### config.mk
export PLATFORM = sky130hd
export DESIGN_NAME = light_phase_sequencer
export DESIGN_NICKNAME = d
export VERILOG_FILES = /design/src/rtl/light_phase_sequencer.sv
export SDC_FILE = /design/constraint.sdc
export NUM_CORES = 1
export LEC_CHECK = 0
export ABC_AREA = 1
export CELL_PAD_IN_SITES_DETAIL_PLACEMENT = 0
export CELL_PAD_IN_SITES_GLOBAL_PLACEMENT = 2
export CORE_AREA = 2 2 94 60
export DETAILED_ROUTE_END_ITERATION = 16
export DIE_AREA = 0 0 96 62
export GPL_TIMING_DRIVEN = 0
export PLACE_DENSITY_LB_ADDON = 0.3
export SYNTH_ARGS = -nofsm -noshare
export SYNTH_HDL_FRONTEND = slang
export SYNTH_SLANG_ARGS = --single-unit
export TNS_END_PERCENT = 10
### constraint.sdc
create_clock -name clk -period 1.55 [get_ports clk]
set_input_delay 0.465 -clock clk [delete_from_list [all_inputs] [get_ports clk]]
set_output_delay 0.465 -clock clk [all_outputs]
set_load 0.01 [all_outputs]
### src/rtl/light_phase_sequencer.sv
// Intersection lamp sequencer: enforces min/max green, yellow and all-red times; one-cycle handshake, lamps registered-decode.
// Backpressure: req_ready only late in green (timer >= MIN_GREEN-1); requests held while not ready are left unconsumed.
module light_phase_sequencer #(
  parameter int MIN_GREEN = 20,
  parameter int MAX_GREEN = 60,
  parameter int YELLOW    = 4,
  parameter int ALLRED    = 2,
  parameter int CW        = 8
) (
  input  logic       clk,
  input  logic       rst_n,
  input  logic [3:0] req_dir,
  input  logic       req_valid,
  output logic       req_ready,
  output logic [3:0] green,
  output logic [3:0] yellow,
  output logic [3:0] red,
  output logic       green_start,
  output logic       err_onehot
);

  typedef enum logic [1:0] {
    ST_ALL_RED = 2'd0,
    ST_GREEN   = 2'd1,
    ST_YELLOW  = 2'd2
  } state_e;

  localparam logic [CW-1:0] MIN_GREEN_LAST = CW'(MIN_GREEN - 1);
  localparam logic [CW-1:0] MAX_GREEN_LAST = CW'(MAX_GREEN - 1);
  localparam logic [CW-1:0] YELLOW_LAST    = CW'(YELLOW - 1);
  localparam logic [CW-1:0] ALLRED_LAST    = CW'(ALLRED - 1);

  state_e        state_q, state_d;
  logic [CW-1:0] timer_q, timer_d;
  logic [3:0]    cur_dir_q, cur_dir_d;
  logic [3:0]    next_dir_q, next_dir_d;
  logic          err_q, err_d;

  logic          req_onehot;
  logic          accept;

  assign req_onehot = (req_dir != 4'b0000) && ((req_dir & (req_dir - 4'd1)) == 4'b0000);
  assign accept     = req_valid && req_ready;

  always_comb begin
    state_d     = state_q;
    timer_d     = timer_q + 1'b1;
    cur_dir_d   = cur_dir_q;
    next_dir_d  = next_dir_q;
    err_d       = 1'b0;
    req_ready   = 1'b0;
    green_start = 1'b0;
    green       = 4'b0000;
    yellow      = 4'b0000;
    red         = 4'b1111;

    case (state_q)
      ST_ALL_RED: begin
        if (timer_q == ALLRED_LAST) begin
          state_d   = ST_GREEN;
          timer_d   = '0;
          cur_dir_d = next_dir_q;
        end
      end
      ST_GREEN: begin
        green       = cur_dir_q;
        red         = ~cur_dir_q;
        req_ready   = (timer_q >= MIN_GREEN_LAST);
        green_start = (timer_q == '0);
        err_d       = accept && !req_onehot;
        // An explicit different-direction request takes priority over the max-green rotation.
        if (accept && req_onehot && (req_dir != cur_dir_q)) begin
          state_d    = ST_YELLOW;
          timer_d    = '0;
          next_dir_d = req_dir;
        end else if (timer_q == MAX_GREEN_LAST) begin
          state_d    = ST_YELLOW;
          timer_d    = '0;
          next_dir_d = {cur_dir_q[2:0], cur_dir_q[3]};
        end
      end
      ST_YELLOW: begin
        yellow = cur_dir_q;
        red    = ~cur_dir_q;
        if (timer_q == YELLOW_LAST) begin
          state_d = ST_ALL_RED;
          timer_d = '0;
        end
      end
      default: begin
        state_d = ST_ALL_RED;
        timer_d = '0;
      end
    endcase
  end

  always_ff @(posedge clk or negedge rst_n) begin
    if (!rst_n) begin
      state_q    <= ST_ALL_RED;
      timer_q    <= '0;
      cur_dir_q  <= 4'b0000;
      next_dir_q <= 4'b0001;
      err_q      <= 1'b0;
    end else begin
      state_q    <= state_d;
      timer_q    <= timer_d;
      cur_dir_q  <= cur_dir_d;
      next_dir_q <= next_dir_d;
      err_q      <= err_d;
    end
  end

  assign err_onehot = err_q;

endmodule

## Word level (Yosys, flattened, before mapping)

Index checks and enable logic that the tools add are counted.

| cells by class | value |
|---|---|
| reduce and logical (&&, ||, !) cells | 15 |
| add/sub/neg operators | 2 |
| muxes and demuxes | 18 |
| bitwise logic cells | 2 |
| order comparisons | 1 |
| equality and inequality tests | 9 |

Operators by type and width:

| kind | number |
|---|---|
| $mux W8 | 4 |
| $pmux W8 S3 | 1 |
| $mux W4 | 5 |
| $add A8 B1 Y8 const B | 1 |
| $eq A8 B1 Y1 const B | 1 |
| $eq A8 B2 Y1 const B | 1 |
| $eq A8 B6 Y1 const B | 1 |
| $ge A8 B5 Y1 const B | 1 |
| $logic_not A8 Y1 | 1 |
| $mux W2 | 4 |
| $pmux W2 S3 | 1 |
| $logic_and A1 B1 Y1 | 5 |
| $and A4 B4 Y4 | 1 |
| $logic_not A4 Y1 | 1 |
| $ne A2 B2 Y1 const B | 2 |
| $ne A4 B4 Y1 | 1 |
| $not A4 Y4 | 1 |
| $reduce_and A2 Y1 | 2 |
| $reduce_bool A4 Y1 | 1 |
| $sub A4 B1 Y4 const B | 1 |
| $mux W1 | 3 |
| $ne A3 B3 Y1 const B | 1 |
| $reduce_and A3 Y1 | 1 |
| $eq A2 B1 Y1 const B | 1 |
| 5 further kinds | 5 |

| word-level totals | value |
|---|---|
| register bits after elaboration | 19 |

## Logic depth before layout (Yosys ltp)

| depth | value |
|---|---|
| depth in word-level cells | 8 |
| gate-level depth with buffers | 13 |

## Worst setup path after synthesis

No wires, ideal clock.

| timing | value |
|---|---|
| kind | reg2reg |
| from | register state_q[1] |
| to | register timer_q[2] |
| stages on the path, launching flop included | 13 |
| data required time | 1.429 ns |
| path buffers | 1 |
| library setup time | 0.121 ns |
| arrival time | 1.474 ns |
| slack | -0.045 ns |
| cells stage by stage | dfrtp_1 inv_1 ha_1 buf_4 inv_1 a21oi_1 nand2_2 nor2_4 nand2_4 nand3_2 nand2_4 nand2_8 nor2_2 |

| between the ends | value |
|---|---|
| cells in the longest elaborated chain, start to end | 7 |
| elaborated cells between the ends (all ways) | 9 |
| those cells by class | eq/ne: 2; mux: 3; reduce/logical: 4 |

Ends and longest elaborated chain:

| what | line | text |
|---|---|---|
| from (decl) | 33 | `state_e state_q, state_d;` |
| from (signal assigned) | 105 | `state_q <= state_d;` |
| $eq A2 B1 Y1 | 57 | `case (state_q)` |
| $mux W1 | 57 |  |
| $logic_and A1 B1 Y1 | 43 | `assign accept = req_valid && req_ready;` |
| $logic_and A1 B1 Y1 (2 in a row) | 72 | `if (accept && req_onehot && (req_dir != cur_dir_q)) begin` |
| $mux W8 | 72 |  |
| $pmux W8 S3 * | 57 |  |
| via timer_d[2] | 34 | `logic [CW-1:0] timer_q, timer_d;` |
| to (signal assigned) | 106 | `timer_q <= timer_d;` |
| to (decl) | 34 |  |

Mark *: on every way through the listed nets, which the timed path passes. The rest lies on a longest branch.
A chain may end at the register's enable or synchronous reset.

## Worst setup path after layout

| timing | value |
|---|---|
| from | register state_q[0] |
| to | output port red[3] |

| between the ends | value |
|---|---|
| cells in the longest elaborated chain, start to end | 3 |
| elaborated cells between the ends (all ways) | 4 |
| those cells by class | eq/ne: 2; mux: 1; reduce/logical: 1 |

Ends and longest elaborated chain:

| what | line | text |
|---|---|---|
| $eq A2 B2 Y1 or $eq A2 B1 Y1 (tied branches) | 57 |  |
| $reduce_or A2 Y1 (no source line) * | -- |  |
| $mux W4 * | -- |  |
| to (decl) | 17 | `output logic [3:0] red,` |

Mark *: on every way between the ends. The rest lies on a longest branch, timed or not.

==> Implementation_results.wiki <==
{| class="wikitable"
! Metric !! Value
|-
| Non-Filler Instances || about 280
|-
| Number of CTS-inserted buffers || 3
|-
| Post-placement cell area || ~1600 um^2
|-
| Pwr Density || between 1000 and 1500 nW/um^2
|-
| Effective utilization at floorplan || around 25%
|-
| Post-synthesis average cell area || 7.631 um^2
|-
| Unrepaired setup endpoints after global routing || true
|-
| Total power after layout || ~2.6 mW
|-
| Worst-case hold path end point || next_dir_q[0]
|-
| Arrival time at the worst endpoint || roughly 1.3 ns
|-
| Ratio of final minimum period to clock period || 115.2%
|-
| Synthesized flop and latch total || 19
|-
| Critical path start-end classification || flop to primary output
|-
| GRT Util Overall || around 11%
|-
| Setup TNS || -3.387 ns
|-
| Hold buffer count at cts || 0
|-
| Root buffer cell || sky130_fd_sc_hd__clkbuf_8
|-
| Max-cap check violation count || 0
|-
| Worst-case clock skew || between 0.002 and 0.0025 ns
|-
| Fill cell count || roughly 550
|-
| Cell count of the worst reg-to-reg path || 12
|-
| Worst Setup Slack, final || -0.2350 ns
|-
| Global-route wire length before repair || between 4000 and 5000 um
|-
| # port buffers || 21
|-
| Number of pins exceeding their max-slew limit in the final report || 0
|-
| Via total after detailed routing || between 1k and 1.5k
|-
| Design Area, Final || between 1500 and 2000 um^2
|-
| Largest fanout of any net on the critical path || 4
|-
| Mapped Nets || between 150 and 200
|-
| Post-synth top area share || between 30% and 40%
|-
| Clock Pin Slew Worst Setup and Hold Paths || roughly 0.07 ns
|-
| Number of vias per cell || between 4 and 5
|-
| Synth warn || 0
|-
| Sequential share of the synthesized area || a little over a third
|-
| Growth of design area from synthesis to finish || 39.28%
|-
| Routability Congestion || between 0.7 and 0.8
|-
| TritonCTS clock tree || yes
|-
| Post-Route WL || 2994 um
|-
| Grt ovf || 0
|-
| Critical path endpoint category || primary output
|-
| Post-Synth Adder-Cell Area || 6.673%
|-
| Antenna cells || 0
|-
| Final HPWL from detailed placement || roughly 2300 um
|-
| Depth of the CTS H-tree || 1
|-
| Summed instance area of the synthesized netlist || between 1000 and 1500 um^2
|-
| Slew of the pin with the lowest slew margin || just under 0.9 ns
|-
| Reg2reg start || state_q[1]
|-
| DRC violations left || 0
|-
| HP Start || next_dir_q[0]
|-
| Utilization after layout || between 30% and 40%
|-
| Bufs on Longest Clock Path || 2
|-
| Fraction of registers with async set or reset after synthesis || 100.0%
|-
| Slew Limit Headroom || about two fifths
|-
| Remaining antenna violation count after routing || 0
|-
| CTS sink count || 19
|-
| CP Launch Type || flop
|-
| Number of antenna violations at the first check in global routing || 0
|-
| Primary FF master, synth || sky130_fd_sc_hd__dfrtp_1
|-
| Width of the die || between 90 and 100 um
|-
| Cell Count Post-Placement || around 260
|-
| Largest net degree at the start of global routing || 20
|-
| Die ar. || approximately 6000 um^2
|-
| Required @ worst endpoint || about 1.1 ns
|-
| Highest ir drop seen on vdd || approximately 350 uV
|-
| Post-synthesis cell count || approximately 170
|-
| Area share of and/or/nand/nor cells after synthesis || a little under two fifths
|-
| Vias in the first global route || slightly above 1k
|-
| Biggest area consumer among synthesized cells || sky130_fd_sc_hd__dfrtp_1
|-
| Core region area || around 5200 um^2
|-
| TritonRoute pass-1 iters || 4
|-
| Final nets || 221
|-
| Outcome || finished with violations
|-
| Number of primary I/O pins || 22
|-
| Hold crit path type || flop to flop
|-
| Clk Latency, worst-skew pair || 0.25 ns
|-
| Post-synthesis mux area share || 0.8580%
|-
| Largest family of logic cells by synthesized area || simple AND/OR/NAND/NOR gates
|-
| Vert. Die Dim || between 60 and 70 um
|-
| Failing checks || setup timing
|-
| Count of cell types in the netlist || 27
|-
| Fraction of final layout cells with drive strength greater than 1 || 40.78%
|-
| Top achievable clock speed || between 500 and 600 MHz
|-
| Final Hold Violating Endpoints || 0
|-
| Worst slack at placement || -0.5643 ns
|-
| Placement row count || 21
|-
| Routed length per placed instance || 10.89 um
|-
| Worst hold slack || roughly 0.47 ns
|-
| R2r endpoint || timer_q[6]
|-
| Worst Hold Depth || 2
|-
| DRT iter0 DRCs || 32
|-
| Crit path time final || about 1.8 ns
|-
| Number of enable-type register cells in the synthesized netlist || 0
|-
| Finish-stage setup viols || 28
|-
| Leakage power || 0.9689 nW
|-
| XOR/XNOR Fraction of Synth Area || between 4 and 5%
|-
| Compound-Gate Fraction of Synth Area || roughly 4.3%
|-
| Largest cells by area after synthesis || sky130_fd_sc_hd__dfrtp_1 34%, sky130_fd_sc_hd__nand2_1 17%, sky130_fd_sc_hd__inv_1 7.4%
|-
| Reg2reg setup slack || -0.07 ns
|}
==> repair_timing <==
item | CTS | global route
pin swaps | 7 | 4
setup endpoints to repair | 30 | 29
gates resized for setup | 74 | 22
buffers inserted | 8 | 2
==> how the worst max path moves through the flow <==
stage	start	to
floorplan	state_q[1]	timer_q[0]
global placement	state_q[1]	req_ready
detailed placement	state_q[1]	req_ready
CTS	state_q[0]	red[3]
global route	state_q[0]	red[2]
finish	state_q[0]	red[3]
==> where the power goes <==
part | leakage (nW) | total (mW) | switching [mW] | internal, mW
registers | 0.243 | 0.804 | 0.190 | 0.614
logic | 0.704 | 1.42 | 0.760 | 0.663
clock network | 0.0228 | 0.350 | 0.167 | 0.183
total | 0.969 | 2.58 | 1.12 | 1.46
==> routing by layer <==
layer | routed length, um | track usage [%] | vias up
met4 | 0 | 3.061 | 0
met5 | 0 | 0 | -
met3 | 105 | 2.895 | 0
li1 | - | - | 583
met2 | 1335 | 17.46 | 20
met1 | 1552 | 15.37 | 505
==> final cells by class <==
type	count	area, um^2	area share, %
clock buffer	4	45.04	2.464
inverter	29	113.9	6.229
tap	69	86.33	4.723
sequential	19	483.0	26.42
multi-input combinational	123	813.3	44.49
timing repair buffer	31	286.5	15.67
==> synthesized netlist by cell type, types with 3 or more instances <==
| cell type | instances |
|---|---|
| sky130_fd_sc_hd__nor2_2 | 10 |
| sky130_fd_sc_hd__a21oi_1 | 4 |
| sky130_fd_sc_hd__o21ai_0 | 4 |
| sky130_fd_sc_hd__nand3_1 | 5 |
| sky130_fd_sc_hd__dfrtp_1 | 18 |
| sky130_fd_sc_hd__xor2_1 | 5 |
| sky130_fd_sc_hd__nand2_1 | 59 |
| sky130_fd_sc_hd__nand2_2 | 4 |
| sky130_fd_sc_hd__nand2_4 | 3 |
| sky130_fd_sc_hd__nor2_1 | 8 |
| sky130_fd_sc_hd__inv_1 | 26 |
| sky130_fd_sc_hd__ha_1 | 7 |
==> placed cells by master, fill, tap and decap left out, types with 5 or more instances in the layout <==
cell type                 instances
sky130_fd_sc_hd__inv_2            9
sky130_fd_sc_hd__nand2_1         52
sky130_fd_sc_hd__nor2_2          10
sky130_fd_sc_hd__buf_4            7
sky130_fd_sc_hd__inv_1           19
sky130_fd_sc_hd__nor2_1           7
sky130_fd_sc_hd__dfrtp_2          5
sky130_fd_sc_hd__buf_6            9
sky130_fd_sc_hd__nand3_1          5
sky130_fd_sc_hd__nand2_2         11
sky130_fd_sc_hd__dfrtp_1         13
sky130_fd_sc_hd__xor2_1           5
==> worst max-delay path, stage by stage, from the launching register on <==
cell and delay, ns:
sky130_fd_sc_hd__dfrtp_2 0.41, sky130_fd_sc_hd__inv_2 0.07, sky130_fd_sc_hd__buf_6 0.12, sky130_fd_sc_hd__ha_4 0.29, sky130_fd_sc_hd__nand2_2 0.06, sky130_fd_sc_hd__buf_6 0.12
==> registers in the layout (all words and copies together), names as in the netlist <==
register	count
timer_q	8
next_dir_q	4
err_onehot	1
cur_dir_q	4
state_q	2
==> kinds of logic after synthesis <==
kind of cell | count (synthesis)
buffers and inverters | 30
xor gates and xnor gates | 7
AOI/OAI and AO/OA | 9
DFF | 19
and+or+nand+nor | 99
muxes | 1
adders and majority gates | 7
Note: power is estimated with default switching activity, not from simulation.
